$ cat config.mk
export PLATFORM = sky130hd
export DESIGN_NAME = motor_cmd_dispatch
export DESIGN_NICKNAME = d
export VERILOG_FILES = /design/src/rtl/motor_cmd_pkg.sv /design/src/rtl/motor_cmd_timeout.sv /design/src/rtl/motor_cmd_dispatch.sv
export SDC_FILE = /design/constraint.sdc
export NUM_CORES = 1
export LEC_CHECK = 0
export ABC_AREA = 1
export BUFFER_PORTS_ARGS = -buffer_cell sky130_fd_sc_hd__buf_2
export CELL_PAD_IN_SITES_DETAIL_PLACEMENT = 1
export CELL_PAD_IN_SITES_GLOBAL_PLACEMENT = 2
export CORE_MARGIN = 2
export CORE_UTILIZATION = 29
export DETAILED_ROUTE_END_ITERATION = 8
export GPL_ROUTABILITY_DRIVEN = 0
export PLACE_DENSITY = 0.87
export SLEW_MARGIN = 20
export SYNTH_ARGS = -nofsm -noshare
export SYNTH_HDL_FRONTEND = slang
export SYNTH_SLANG_ARGS = --single-unit
$ cat constraint.sdc
create_clock -name CLK_SE_AR -period 1.8 [get_ports CLK_SE_AR]
set_input_delay 0.18 -clock CLK_SE_AR [delete_from_list [all_inputs] [get_ports CLK_SE_AR]]
set_output_delay 0.18 -clock CLK_SE_AR [all_outputs]
set_load 0.01 [all_outputs]
$ cat src/rtl/motor_cmd_pkg.sv
// Shared FSM state encoding and err_code values for the motor command dispatcher.
// MOTOR_CMD_CHECKSUM_EN adds the CSUM state.
package motor_cmd_pkg;

`ifdef MOTOR_CMD_CHECKSUM_EN
  typedef enum logic [1:0] {
    ST_IDLE   = 2'd0,
    ST_DATA   = 2'd1,
    ST_CSUM   = 2'd2,
    ST_COMMIT = 2'd3
  } state_e;
`else
  typedef enum logic [1:0] {
    ST_IDLE   = 2'd0,
    ST_DATA   = 2'd1,
    ST_COMMIT = 2'd3
  } state_e;
`endif

  typedef logic [2:0] err_code_t;

  localparam err_code_t ERR_NONE    = 3'd0;
  localparam err_code_t ERR_BADCH   = 3'd1;
  localparam err_code_t ERR_TIMEOUT = 3'd2;
  localparam err_code_t ERR_CSUM    = 3'd3;
  localparam err_code_t ERR_FULL    = 3'd4;

  function automatic int unsigned clog2_min1(input int unsigned n);
    return (n > 1) ? $clog2(n) : 1;
  endfunction

endpackage

$ cat src/rtl/motor_cmd_timeout.sv
// Inter-byte idle timer: expired is high in the TIMEOUT_CYC-th consecutive
// enabled cycle without clear; clear always wins.
module motor_cmd_timeout #(
  parameter int unsigned TIMEOUT_CYC = 24000
) (
  input  logic clk,
  input  logic reset,
  input  logic clear,
  input  logic enable,
  output logic expired
);

  localparam int unsigned CNT_W = $clog2(TIMEOUT_CYC + 1);

  logic [CNT_W-1:0] cnt_q;

  assign expired = enable && !clear && (cnt_q == CNT_W'(TIMEOUT_CYC - 1));

  always_ff @(posedge clk) begin
    if (reset || clear || !enable || expired) begin
      cnt_q <= '0;
    end else begin
      cnt_q <= cnt_q + 1'b1;
    end
  end

endmodule

$ cat src/rtl/motor_cmd_dispatch.sv
// UART byte-stream frame decoder dispatching command words to per-channel FIFOs.
// Optional checksum byte enabled by MOTOR_CMD_CHECKSUM_EN.
module motor_cmd_dispatch
  import motor_cmd_pkg::*;
#(
  parameter int unsigned NUM_CH      = 10,
  parameter int unsigned WORD_W      = 32,
  parameter int unsigned TIMEOUT_CYC = 24000
) (
  input  logic              CLK_SE_AR,
  input  logic              reset,
  input  logic              rx_valid,
  input  logic [7:0]        rx_data,
  input  logic [NUM_CH-1:0] fifo_full,
  output logic [NUM_CH-1:0] fifo_wr,
  output logic [WORD_W-1:0] fifo_data,
  output logic              frame_err,
  output logic [2:0]        err_code,
  output logic [15:0]       frame_cnt
);

  localparam int unsigned NBYTES = WORD_W / 8;
  localparam int unsigned CH_W   = clog2_min1(NUM_CH);
  localparam int unsigned BI_W   = clog2_min1(NBYTES);

  state_e            state_q;
  logic [CH_W-1:0]   ch_q;
  logic [BI_W-1:0]   idx_q;
  logic [WORD_W-1:0] word_q, word_d;
  err_code_t         pend_q, fin_code;
  logic [NUM_CH-1:0] fifo_wr_q, onehot;
  logic [WORD_W-1:0] fifo_data_q;
  logic              frame_err_q;
  err_code_t         err_code_q;
  logic [15:0]       frame_cnt_q;
  logic              ch_bad, tmr_en, expired;
`ifdef MOTOR_CMD_CHECKSUM_EN
  logic [7:0]        csum_q;
`endif

  assign ch_bad = 32'(rx_data) >= NUM_CH;
  assign tmr_en = (state_q != ST_IDLE) && (state_q != ST_COMMIT);

  motor_cmd_timeout #(
    .TIMEOUT_CYC(TIMEOUT_CYC)
  ) u_timeout (
    .clk    (CLK_SE_AR),
    .reset  (reset),
    .clear  (rx_valid),
    .enable (tmr_en),
    .expired(expired)
  );

  // fin_code resolves the drop cause at the commit point; earlier causes win.
  always_comb begin
    word_d = word_q;
    word_d[{idx_q, 3'b000} +: 8] = rx_data;
    onehot = '0;
    for (int unsigned i = 0; i < NUM_CH; i++) onehot[i] = (ch_q == CH_W'(i));
    fin_code = pend_q;
`ifdef MOTOR_CMD_CHECKSUM_EN
    if (fin_code == ERR_NONE && rx_data != csum_q) fin_code = ERR_CSUM;
`endif
    if (fin_code == ERR_NONE && fifo_full[ch_q]) fin_code = ERR_FULL;
  end

  always_ff @(posedge CLK_SE_AR) begin
    if (reset) begin
      state_q     <= ST_IDLE;
      ch_q        <= '0;
      idx_q       <= '0;
      word_q      <= '0;
      pend_q      <= ERR_NONE;
      fifo_wr_q   <= '0;
      fifo_data_q <= '0;
      frame_err_q <= 1'b0;
      err_code_q  <= ERR_NONE;
      frame_cnt_q <= '0;
`ifdef MOTOR_CMD_CHECKSUM_EN
      csum_q      <= '0;
`endif
    end else begin
      fifo_wr_q   <= '0;
      frame_err_q <= 1'b0;
      case (state_q)
        ST_IDLE: if (rx_valid) begin
          ch_q    <= CH_W'(rx_data);
          pend_q  <= ch_bad ? ERR_BADCH : ERR_NONE;
          idx_q   <= '0;
          state_q <= ST_DATA;
`ifdef MOTOR_CMD_CHECKSUM_EN
          csum_q  <= rx_data;
`endif
        end
        ST_DATA: if (rx_valid) begin
          word_q <= word_d;
          idx_q  <= idx_q + 1'b1;
`ifdef MOTOR_CMD_CHECKSUM_EN
          csum_q <= csum_q ^ rx_data;
          if (idx_q == BI_W'(NBYTES - 1)) state_q <= ST_CSUM;
`else
          if (idx_q == BI_W'(NBYTES - 1)) begin
            state_q <= ST_COMMIT;
            if (fin_code == ERR_NONE) begin
              fifo_wr_q   <= onehot;
              fifo_data_q <= word_d;
              frame_cnt_q <= frame_cnt_q + 16'd1;
            end else begin
              frame_err_q <= 1'b1;
              err_code_q  <= fin_code;
            end
          end
`endif
        end else if (expired) begin
          state_q     <= ST_IDLE;
          frame_err_q <= 1'b1;
          err_code_q  <= (pend_q != ERR_NONE) ? pend_q : ERR_TIMEOUT;
        end
`ifdef MOTOR_CMD_CHECKSUM_EN
        ST_CSUM: if (rx_valid) begin
          state_q <= ST_COMMIT;
          if (fin_code == ERR_NONE) begin
            fifo_wr_q   <= onehot;
            fifo_data_q <= word_q;
            frame_cnt_q <= frame_cnt_q + 16'd1;
          end else begin
            frame_err_q <= 1'b1;
            err_code_q  <= fin_code;
          end
        end else if (expired) begin
          state_q     <= ST_IDLE;
          frame_err_q <= 1'b1;
          err_code_q  <= (pend_q != ERR_NONE) ? pend_q : ERR_TIMEOUT;
        end
`endif
        ST_COMMIT: state_q <= ST_IDLE;
        default:   state_q <= ST_IDLE;
      endcase
    end
  end

  assign fifo_wr   = fifo_wr_q;
  assign fifo_data = fifo_data_q;
  assign frame_err = frame_err_q;
  assign err_code  = err_code_q;
  assign frame_cnt = frame_cnt_q;

endmodule

# == After elaboration in Yosys (flattened, before gate mapping) ==
# Cells that the tools add are included.
# word_totals
romBits,0
n_memories,0
ff_bits,120
word_cells,89
in_bits,21
mem_bits_rw,0
latch_bits,0
out_inout_bits,62
# op_classes
n_mul,0
n_eq_ne,19
add_sub_neg,4
shifts,2
muxes,22
div,0
n_reduce_logical,25
magnitude_cmp,2
n_bitwise,4
# ops
op,count
32-bit bitwise mux,1
8-bit by 7-bit variable shift with 32-bit output (first input constant),1
8-bit by 7-bit indexed part select with 32-bit output,1
3-bit 2-to-1 mux,6
16-bit by 1-bit adder with 16-bit output (second input constant),1
4-bit by 3-bit == test with 1-bit output (second input constant),4
15-bit by 1-bit adder with 15-bit output (second input constant),1
15-bit == test (second input constant),1
2-bit 2-to-1 mux,6
4-bit by 2-bit == test with 1-bit output (second input constant),2
4-bit == test (second input constant),2
8-bit by 4-bit greater-or-equal comparator with 1-bit output (second input constant),1
2-bit inequality test (second input constant),4
2-bit case mux with 2 select lines,2
4-bit AND reduction,2
5-bit negation with 7-bit output,1
3-bit logical NOT,2
1-bit 2-to-1 mux,6
3-bit AND reduction,2
2-bit nonzero test,3
4-bit by 5-bit < comparator with 1-bit output (second input constant),1
5-bit OR reduction,1
1-bit binary-select mux with 4-bit select,1
4-bit by 1-bit == test with 1-bit output (second input constant),1
15 further kinds,25

# == Depth between registers and ports, before layout ==
# Gate-level depths: netlist of the first run.
# depth
word_depth,8
depth_mapped,14
mapped_depth_nobuf,12

# == Cells and area by module ==
# A second synthesis of the first run with hierarchy kept.
# unflattened
cells_unflattened,784
hier_area_um2,5531.6
# by_module_without_submodules
mod,seq_area_each_um2,cells_per_inst,area_per_inst_um2,instances
motor_cmd_dispatch,2062.0,656,4704.5,1
motor_cmd_timeout,300.3,128,827.0,1

# == Worst setup path after synthesis of the first run ==
# OpenSTA, ideal clock, no wires.
# synth_timing
path_kind,reg2reg
from,register idx_q[0]
to,"register fifo_data_q[24], in the netlist fifo_data[24]"
slack_ns,0.013
t_arrival_ns,1.723
setup_time_ns,0.065
period_less_slack_ns,1.787
t_required_ns,1.735
path_stages_with_launch,11
path_buffers,1
path_cell_list,dfxtp_1 clkbuf_1 inv_1 ha_1 nor2_1 inv_1 nor2_1 inv_1 o22ai_1 o21ai_0 nor2_1
# synth_between
elab_chain_len,3
word_cells_on_any_way,6
classes_between,add/sub (1); eq/ne (1); shift (2); mux (1); reduce/logical (1)
# synth_rtl
item,line_no,source
from (decl),motor_cmd_dispatch.sv:28,logic [BI_W-1:0] idx_q;
from (signal assigned),motor_cmd_dispatch.sv:97,idx_q <= idx_q + 1'b1;
5-bit negation with 7-bit output,motor_cmd_dispatch.sv:57,"word_d[{idx_q, 3'b000} +: 8] = rx_data;"
8-bit by 7-bit indexed part select with 32-bit output / 8-bit by 7-bit variable shift with 32-bit output (equally long branches),motor_cmd_dispatch.sv:57,
32-bit bitwise mux,motor_cmd_dispatch.sv:57,
to (signal assigned),motor_cmd_dispatch.sv:106,fifo_data_q <= word_d;
to (decl),motor_cmd_dispatch.sv:32,logic [WORD_W-1:0] fifo_data_q;
# Parallel ways exist; a longest one is shown, timed or not.
# A chain may end at the register's enable or synchronous reset.

# == Worst setup path after layout of the first run ==
# layout_timing
from,register state_q[0]
to,"register frame_err_q, in the netlist frame_err"
# layout_between
elab_chain_len,6
word_cells_on_any_way,10
classes_between,eq/ne (2); mux (2); bitwise (1); reduce/logical (5)
# layout_rtl
item,line_no,source
from (decl),motor_cmd_dispatch.sv:26,state_e state_q;
from (signal assigned),motor_cmd_dispatch.sv:69,state_q <= ST_IDLE;
from (signal assigned),motor_cmd_dispatch.sv:90,state_q <= ST_DATA;
from (signal assigned),motor_cmd_dispatch.sv:103,state_q <= ST_COMMIT;
2-bit inequality test / 2-bit nonzero test (equally long branches),motor_cmd_dispatch.sv:42,assign tmr_en = (state_q != ST_IDLE) && (state_q != ST_COMMIT);
1-bit logical AND,motor_cmd_dispatch.sv:42,
1-bit logical AND (2 in series),motor_cmd_timeout.sv:17,assign expired = enable && !clear && (cnt_q == CNT_W'(TIMEOUT_CYC - 1));
1-bit 2-to-1 mux,motor_cmd_dispatch.sv:114,end else if (expired) begin
1-bit 2-to-1 mux,motor_cmd_dispatch.sv:95,ST_DATA: if (rx_valid) begin
to (signal assigned),motor_cmd_dispatch.sv:84,frame_err_q <= 1'b0;
to (signal assigned),motor_cmd_dispatch.sv:109,frame_err_q <= 1'b1;
to (signal assigned),motor_cmd_dispatch.sv:116,frame_err_q <= 1'b1;
to (decl),motor_cmd_dispatch.sv:33,logic frame_err_q;
# Parallel ways exist; a longest one is shown, timed or not.

==> results of run 1 <==
flip-flops by register name (all words and copies together), names as in the netlist:
register,count
state_q,2
err_code,3
ch_q,4
idx_q,2
fifo_data,32
frame_cnt,16
u_timeout.cnt_q,15
pend_q,1
frame_err,1
word_q,32
fifo_wr,10
cell families (layout without fill, tap and decap cells):
| logic type | Yosys count | after routing | synth area share |
|---|---|---|---|
| flip-flops | 118 | 118 | 0.438 |
| AND/OR/NAND/NOR | 269 | 269 | 0.219 |
| adder cells (fa/ha/maj) | 10 | 10 | 0.0232 |
| XOR/XNOR | 11 | 11 | 0.0179 |
| AO/OA/AOI/OAI | 183 | 183 | 0.178 |
| buffers and inverters | 159 | 280 | 0.123 |
path summary, 6_finish.rpt:
kind                       from                  to  slack, ps  cells after the start
max reg2reg          state_q[0]           frame_err         70                     10
min                  rx_data[3]             ch_q[3]        100                      3
max                  state_q[0]           frame_err         70                     10
min reg2reg  u_timeout.cnt_q[8]  u_timeout.cnt_q[8]        450                      1
through the flow:
| step | std cells | TNS (ps) |
|---|---|---|
| 4_1_cts | 1097 | 0 |
| 3_5_place_dp | 1059 | -79.4 |
| 6_report | 1100 | 0 |
| 5_1_grt | 1100 | -1090 |
| 2_1_floorplan | 750 | 0 |
| 3_3_place_gp | 1059 | 0 |
cells in the mapped netlist (all sizes together):
cell / number / area, um^2
xor2: 7 / 61.3
nor4: 1 / 6.26
a21oi: 68 / 340
a21boi: 1 / 7.51
nor3b: 4 / 30.0
nand2: 104 / 390
o21bai: 1 / 7.51
nor3: 11 / 60.1
xnor2: 4 / 35.0
nor2: 116 / 493
nand3: 18 / 103
buf: 13 / 114
clkbuf: 21 / 78.8
o22ai: 32 / 200
dfxtp: 118 / 2360
inv: 125 / 469
nand4: 11 / 68.8
or2: 2 / 12.5
o21ai: 81 / 405
nand3b: 2 / 18.8
ha: 10 / 125
final cells by class:
| class | instances | area (um^2) | area share |
|---|---|---|---|
| clock inverter | 9 | 148 | 0.0207 |
| clock buffer | 23 | 478 | 0.0671 |
| tap | 229 | 287 | 0.0402 |
| timing repair buffer | 123 | 820 | 0.115 |
| multi-input combinational | 473 | 2550 | 0.358 |
| sequential | 118 | 2370 | 0.333 |
| inverter | 125 | 472 | 0.0662 |
power by group:
part	internal, mW	total, mW	switching (mW)	leakage (nW)
Clock	2.42	3.63	1.21	0.307
Sequential	2.70	2.73	0.0361	0.958
Combinational	0.229	0.651	0.422	1.91
layer usage:
layer / GRT usage / vias to the layer above / wire [um]
met5: 0 / - / 0
met4: 0.0617 / 0 / 256
met3: 0.0376 / 17 / 723
met2: 0.257 / 86 / 7430
met1: 0.219 / 2467 / 7940
li1: - / 2615 / -
worst register-to-register path: stages, from the launching register on:
cell     delay [ps]
dfxtp_2         350
inv_2            50
ha_4            270
nand2_4          50
nor2_2          100
nand4_1         190
buf_4           190
buf_4           120
buf_4           120
buf_4           120
a21oi_2         100
repair_timing:
item	CTS	global route
buffers inserted	6	1
setup endpoints to repair	8	85
pin swaps	4	11
gates resized for setup	5	47
hold buffers	0	0
gates cloned	0	2
cells in the final DEF (no fill, tap or decap), drive strengths merged:
cell type  instances
inv              125
buf              121
dfxtp            118
nor2             116
nand2            104
o21ai             81
a21oi             68
o22ai             32
clkbuf            25
nand3             18
nand4             11
nor3              11
ha                10
xor2               7
xnor2              4
nor3b              4
clkinv             4
bufinv             4
or2                2
nand3b             2
a21boi             1
nor4               1
o21bai             1
clkinvlp           1
==> qor.yml, run 1 <==
sta:
  fin_skew_ps: 8.21
  finalHoldViolations: 0
  tightest_slew_ps: 659
  timing.final.crit_share: 0.964
  fin_ws_ps: 65.2
  maxSlewHeadroom: 0.560
  clock.fmax_mhz: 576
  fin_hold_ws_ps: 102
  slew_violations: 0
  post-route-min-period_ps: 1730
  rsz0062_at_grt: "yes"
  finalSetupViolCount: 0
routing:
  wl_per_cell_um: 14.9
  antenna_left: 0
  first_pass_iters: 4
  via_per_inst: 4.71
  vias: 5185
  drtIter0Drc: 241
  route.detailed.drc: 0
  drt_wl_total_um: 16400
critical_path:
  crit_fanout: 3
  crit_required_ps: 2150
  cp_common_cell: "buf_4"
  cp.arrival_ps: 2090
  path_class: "flip-flop to flip-flop"
  critPathSlowestCell: "dfxtp_2"
  cp_num_buf_inv: 5
  end_kind: "flip-flop"
  path_cells: "inv_2, ha_4, nand2_4, nor2_2, nand4_1, buf_4, buf_4, buf_4, buf_4, a21oi_2"
  crit_family: "buffers and inverters"
  max_stage_delay_ps: 350
  critPathLaunchType: "flip-flop"
cells_and_area:
  nNetsFinal: 889
  diodes: 0
  area_growth_pct: 32.2
  filler_cell_count: 2235
  fin_area_um2: 7130
  drive_above_1_share: 0.256
  final_util: 0.394
pwr:
  ir_worst_vdd_mv: 0.611
  power_density_nw_per_um2: 984
  power.total_mw: 7.01
  p_leak_nw: 3.18
synthesis:
  syn_area_um2: 5390
  avgSynthCellArea_um2: 7.19
  synthDistinctLibCells: 30
  syn_nets: 781
  synthCells: 750
  ys_warn_count: 0
  synth_seq_cells: 118
  ys_seq_area_frac: 0.438
placement:
  post-place-ws_ps: -43.5
  numPortBuffers: 82
  placed_area_um2: 6200
  dp_hpwl_um: 10800
floorplan:
  initial_utilization: 0.298
  die_x_um: 140
  row_count: 49
  die_area_um2: 19700
  io_pins: 83
  die_height_um: 140
  core_um2: 18100
clock_network:
  clk_pin_slew_ps: 50
  cts_sinks: 118
  tritoncts: "done"
  cts_buffers: 17
  htreeDepth: 4
  cts_root_buf: "clkbuf_16"
  insertion_delay_ps: 420
  clockBufferDepth: 2
global_routing:
  overflow: 0
  grt_first_pass_wirelength_um: 25700
  grt_antenna_before_repair: 0
  grt_usage: 0.164
  grt_pass1_vias: 5114
  grt_max_degree: 67
outcome:
  status: "complete, no violations"
job:
  cap_viol_max_count: 0
min_path:
  hold_path.class: "input pin to flip-flop"
Note: power is estimated with default switching activity, not from simulation.
==> run 2, diff against run 1 <==
ABC_AREA = 0   (was 1)
CORE_UTILIZATION = 31   (was 29)
==> qor.yml, run 2 <==
routing:
  top_layer: "met4"
  wl_met2_um: 8050  # +8.3%
  vias: 4745  # -8.5%
  drt_wl_total_um: 15700  # -4.1%
  antenna_left: 0  # unchanged
  wl_per_cell_um: 16.8  # +13%
  via_per_inst: 5.07  # +7.5%
  first_pass_iters: 4  # unchanged
  drtIter0Drc: 191  # -21%
  routedLengthMet1_um: 6850  # -14%
  wl_met3_um: 517  # -28%
  route.detailed.drc: 0  # unchanged
clock_network:
  hold_buffers: 0  # unchanged
  tritoncts: "done"
  clk_pin_slew_ps: 50  # about the same
  clockBufferDepth: 2  # unchanged
  insertion_delay_ps: 420  # about the same
  cts_root_buf: "clkbuf_16"
  htreeDepth: 4  # unchanged
  cts_buffers: 17  # unchanged
  cts_sinks: 118  # unchanged
min_path:
  hold_path.class: "input pin to flip-flop"
  hold_start: "rx_data[3]"
synthesis:
  ys_seq_area_frac: 0.457  # +0.0187
  synth_top_area_cell: "dfxtp_1"
  synthArstFlopShare: 0  # unchanged
  syn_nets: 605  # -23%
  synth_edf_count: 0  # unchanged
  synthMuxAreaShare: 0.0148  # +0.0148
  ys_warn_count: 0  # unchanged
  synth_top_family_by_area: "compound AO/OA/AOI/OAI gates"
  synthDistinctLibCells: 53  # +77%
  synth_seq_cells: 118  # unchanged
  syn_area_um2: 5170  # -4.1%
  yosysTopAreaCellShare: 0.457  # +0.0187
  synth_xor_area_frac: 0.0305  # +0.0126
  avgSynthCellArea_um2: 9.00  # +25%
  synth_area_leaders: "dfxtp_1, nor2_1, a211oi_1"
  post-synth-top-count-cell: "dfxtp_1"
  synthAdderAreaFrac: 0.0242  # +0.000989
  synthCells: 574  # -23%
  synth_compound_area_frac: 0.214  # +0.0362
  synth_flop_cell: "dfxtp_1"
  synth-simple-area-share: 0.214  # -0.00566
  synth_common_cells: "dfxtp_1, nor2_1, a21oi_1"
cells_and_area:
  filler_cell_count: 1892  # -15%
  fin_area_um2: 7200  # +1.0%
  final_util: 0.437  # +0.0432
  register_area_um2: 2370  # about the same
  diodes: 0  # unchanged
  nNetsFinal: 734  # -17%
  drive_above_1_share: 0.392  # +0.136
  area_growth_pct: 39.3
  stdcell_count: 936  # -15%
  mostFrequentLayoutCell: "dfxtp_1"
  multiInputGateArea_um2: 2930  # +15%
  final_cell_mix: "dfxtp_1, buf_2, nor2_1, buf_4, a21oi_1"
critical_path:
  end_kind: "flip-flop"
  startpoint: "ch_q[0]"
  rr_startpoint: "ch_q[0]"
  cp.arrival_ps: 2170  # +80 ps
  crit_required_ps: 2090  # -60 ps
  crit_fanout: 17  # +14
  path_class: "flip-flop to flip-flop"
  critPathLaunchType: "flip-flop"
floorplan:
  die_area_um2: 17700  # -10%
  io_pins: 83  # unchanged
  core_um2: 16500  # -9.0%
  die_height_um: 133  # -5.1%
  initial_utilization: 0.314  # +0.0159
  die_x_um: 133  # -5.1%
  row_count: 47  # -4.1%
sta:
  rsz0062_at_grt: "yes"
  tns_ps: -771  # -771 ps
  clock.fmax_mhz: 534  # -7.4%
  maxSlewHeadroom: 0.696  # +0.135
  fin_skew_ps: 10.3  # +2.08 ps
  finalSetupViolCount: 27  # +27
  slew_violations: 0  # unchanged
  fin_ws_ps: -74.2  # -139 ps
  post-route-min-period_ps: 1870  # +139 ps
  timing.final.crit_share: 1.04  # +0.0774
  finalHoldViolations: 0  # unchanged
  tightest_slew_ps: 452  # -207 ps
global_routing:
  grt_pass1_vias: 4796  # -6.2%
  grt_antenna_before_repair: 0  # unchanged
  grt_usage: 0.168  # +0.00475
  overflow: 0  # unchanged
  grt_max_degree: 67  # unchanged
  grt_first_pass_wirelength_um: 23900  # -7.1%
placement:
  dp_hpwl_um: 10000  # -7.1%
  numPortBuffers: 82  # unchanged
  place_inst: 891  # -16%
  placed_area_um2: 6130  # -1.1%
pwr:
  power.total_mw: 6.87  # -2.1%
  power_density_nw_per_um2: 954  # -3.1%
  p_leak_nw: 2.69  # -15%
  ir_worst_vdd_mv: 0.717  # +17%
outcome:
  status: "finished with violations"
  failed_checks: "negative setup slack"
job:
  cap_viol_max_count: 0  # unchanged
## run 2: changes by cell type in the layout (fill, tap and decap cells not counted), moves of 11 or more
cell and change:
a211oi_1 +31, a211oi_2 +33, a21oi_1 -30, buf_4 +19, inv_1 -108, nand2_1 -77
nor2_1 -11, nor2b_1 +34, o21ai_0 -76, o22ai_1 -19, o22ai_2 -12
## run 2: area by class of cell
| class | count | area share |
|---|---|---|
| inverter | 13 | 0.00678 |
| clock inverter | 7 | 0.0163 |
| timing repair buffer | 144 | 0.133 |
| clock buffer | 25 | 0.0688 |
| tap | 220 | 0.0382 |
| sequential | 118 | 0.329 |
| multi-input combinational | 409 | 0.408 |
## run 2: metrics by stage
stage	hold slack, ps	worst slack [ps]
global placement	443	-40.0
CTS	101	-19.9
global route	137	-149
floorplan	320	-26.8
finish	118	-74.2
detailed placement	469	-153
## run 2: report_power, final
group / switching (mW) / internal, mW
Combinational: 0.400 / 0.261
Sequential: 0.0388 / 2.68
Clock: 1.16 / 2.32
## run 2: final timing paths
| path | to | slack (ps) | depth (start not counted) |
|---|---|---|---|
| setup / recovery | fifo_data[22] | -70 | 6 |
| hold reg to reg | err_code[2] | 490 | 2 |
| setup reg to reg | fifo_data[22] | -70 | 6 |
| hold / removal | ch_q[3] | 120 | 3 |
## run 2: cell families (layout without fill, tap and decap cells)
family | after synthesis | in the layout
fa+ha+maj | 10 | 10
xor+xnor | 18 | 18
mux | 7 | 7
simple gates | 225 | 225
compound gates | 147 | 149
flops | 118 | 118
buf+inv | 49 | 189
## run 2: timing repair
item                                    in CTS  in global routing
setup buffers                                3                  7
cloned                                       0                  3
resized for setup                           16                 77
endpoints found under the setup margin      50                 83
pin swaps                                    6                 21
## run 2: per-layer routing
metal  global-route usage  vias up
met2                0.288       83
met4               0.0538        0
met3               0.0445       24
li1                     -     2314
met5                    0        -
met1                0.207     2324
## run 2: critical path, stage by stage, from the launching register on
cell and delay, ps:
dfxtp_4 370, mux2i_1 130, a221o_2 470, o211a_4 360
buf_12 180, nor2_1 160, a211oi_2 80
==> run 3, diff against run 2 <==
MAX_ROUTING_LAYER = met4   (was not set)
==> qor.yml, run 3 (synthesis results as in run 2) <==
global_routing:
  overflow: 0  # unchanged
  grt_max_degree: 67  # unchanged
  grt_usage: 0.173  # +0.00513
  grt_first_pass_wirelength_um: 23900  # about the same
  grt_antenna_before_repair: 0  # unchanged
  grt_pass1_vias: 4780  # -0.33%
routing:
  drt_wl_total_um: 15400  # -1.9%
  drtIter0Drc: 174  # -8.9%
  via_per_inst: 5.04  # -0.67%
  wl_per_cell_um: 16.5  # -1.7%
  first_pass_iters: 4  # unchanged
  antenna_left: 0  # unchanged
  route.detailed.drc: 0  # unchanged
  vias: 4703  # -0.89%
cells_and_area:
  mostFrequentLayoutCell: "dfxtp_1"
  area_growth_pct: 38.9
  nNetsFinal: 732  # -0.27%
  diodes: 0  # unchanged
  drive_above_1_share: 0.385  # -0.00730
  final_cell_mix: "dfxtp_1, nor2_1, buf_2, buf_4, a211oi_2"
  fin_area_um2: 7180  # -0.24%
critical_path:
  cp.arrival_ps: 2200  # +30 ps
  path_class: "flip-flop to flip-flop"
  crit_fanout: 8  # -9
  r2r_setup_slack_ps: -60  # +20 ps
  critPathLaunchType: "flip-flop"
  crit_required_ps: 2150  # +60 ps
  max_stage_delay_ps: 410  # -60 ps
  critPathSlowestCell: "or4_1"
  end_kind: "flip-flop"
  path_cells: "mux2_4, o22ai_4, o21ai_4, buf_6, or4_1, a21oi_1"
pwr:
  p_leak_nw: 2.68  # -0.42%
  ir_worst_vdd_mv: 0.714  # -0.54%
  power_density_nw_per_um2: 956  # +0.20%
sta:
  fin_skew_ps: 10.9  # +0.613 ps
  timing.final.crit_share: 1.03  # -0.00964
  post-route-min-period_ps: 1860  # -17.3 ps
  fin_ws_ps: -56.8  # +17.3 ps
  clock.fmax_mhz: 539  # +0.93%
  tightest_slew_ps: 450  # -1.88 ps
  fin_hold_ws_ps: 128  # +9.51 ps
  finalSetupViolCount: 21  # -22%
  slew_violations: 0  # unchanged
  maxSlewHeadroom: 0.697  # +0.00127
  rsz0062_at_grt: "yes"
  finalHoldViolations: 0  # unchanged
floorplan:
  die_x_um: 133  # unchanged
  die_height_um: 133  # unchanged
  initial_utilization: 0.314  # unchanged
  row_count: 47  # unchanged
  io_pins: 83  # unchanged
  die_area_um2: 17700  # unchanged
  core_um2: 16500  # unchanged
outcome:
  status: "finished with violations"
  failed_checks: "negative setup slack"
placement:
  placed_area_um2: 6130  # unchanged
  dp_hpwl_um: 10000  # unchanged
  numPortBuffers: 82  # unchanged
  post-place-ws_ps: -153  # unchanged
min_path:
  hold_path.class: "input pin to flip-flop"
clock_network:
  cts_root_buf: "clkbuf_16"
  clk_pin_slew_ps: 50  # about the same
  cts_buffers: 17  # unchanged
  insertion_delay_ps: 420  # about the same
  cts_sinks: 118  # unchanged
  clockBufferDepth: 2  # unchanged
  hold_buffers: 0  # unchanged
  tritoncts: "done"
  htreeDepth: 4  # unchanged
job:
  cap_viol_max_count: 0  # unchanged
[run 3: cell types whose count changed in the layout (fill, tap and decap cells not counted), moves of 2 or more]
cell      change
a211oi_2      +4
nor2_1        +5
nand2b_1      +2
buf_6         +5
buf_4         -4
nor2_2        -5
o21ai_1       -2
a211oi_1      -4
buf_8         -2
[run 3: critical path: cells and delay by family (launching register included)]
family	cells	cell delay, ps
AO/OA/AOI/OAI	3	510
buffers and inverters	1	140
flip-flops	1	400
multiplexers	1	330
AND/OR/NAND/NOR	1	410
[run 3: stage by stage]
| stage | util | power (mW) | instances | setup TNS [ps] |
|---|---|---|---|---|
| final | 0.436 | 6.86 | 934 | -413 |
| after global routing | 0.436 | 7.11 | 934 | -2670 |
| after CTS | 0.415 | 6.86 | 926 | -99.2 |
| after detailed placement | 0.372 | 3.33 | 891 | -2320 |
| after global placement | 0.372 | 3.30 | 891 | -131 |
| after floorplan | - | 3.15 | 574 | -414 |
[run 3: layout make-up]
cell class	instances	area, um^2
timing repair buffer	142	947
inverter	13	48.8
multi-input combinational	409	2930
fill	1900	9290
sequential	118	2370
tap	220	275
clock inverter	7	118
clock buffer	25	495
[run 3: worst paths after layout]
path | start | end | cells after the start
max reg2reg | ch_q[0] | frame_cnt[15] | 6
min reg2reg | pend_q[0] | err_code[1] | 1
max | ch_q[0] | frame_cnt[15] | 6
min | rx_data[3] | ch_q[3] | 3
[run 3: power breakdown]
part           leakage, nW  switching (mW)  internal (mW)
sequential           0.957          0.0382           2.68
clock                0.301            1.16           2.32
combinational         1.42           0.401          0.261
[run 3: what timing repair did]
action,CTS,global route
setup buffers,3,6
gates cloned,0,2
endpoints found under the setup margin,50,83
gates resized for setup,16,73
pin swaps,6,22
[run 3: routing by layer]
| metal | routed length [um] | up-vias | GRT usage |
|---|---|---|---|
| met4 | 228 | 0 | 0.0538 |
| met5 | 0 | - | - |
| met2 | 7790 | 85 | 0.288 |
| met3 | 527 | 23 | 0.0430 |
| li1 | - | 2310 | - |
| met1 | 6830 | 2285 | 0.209 |
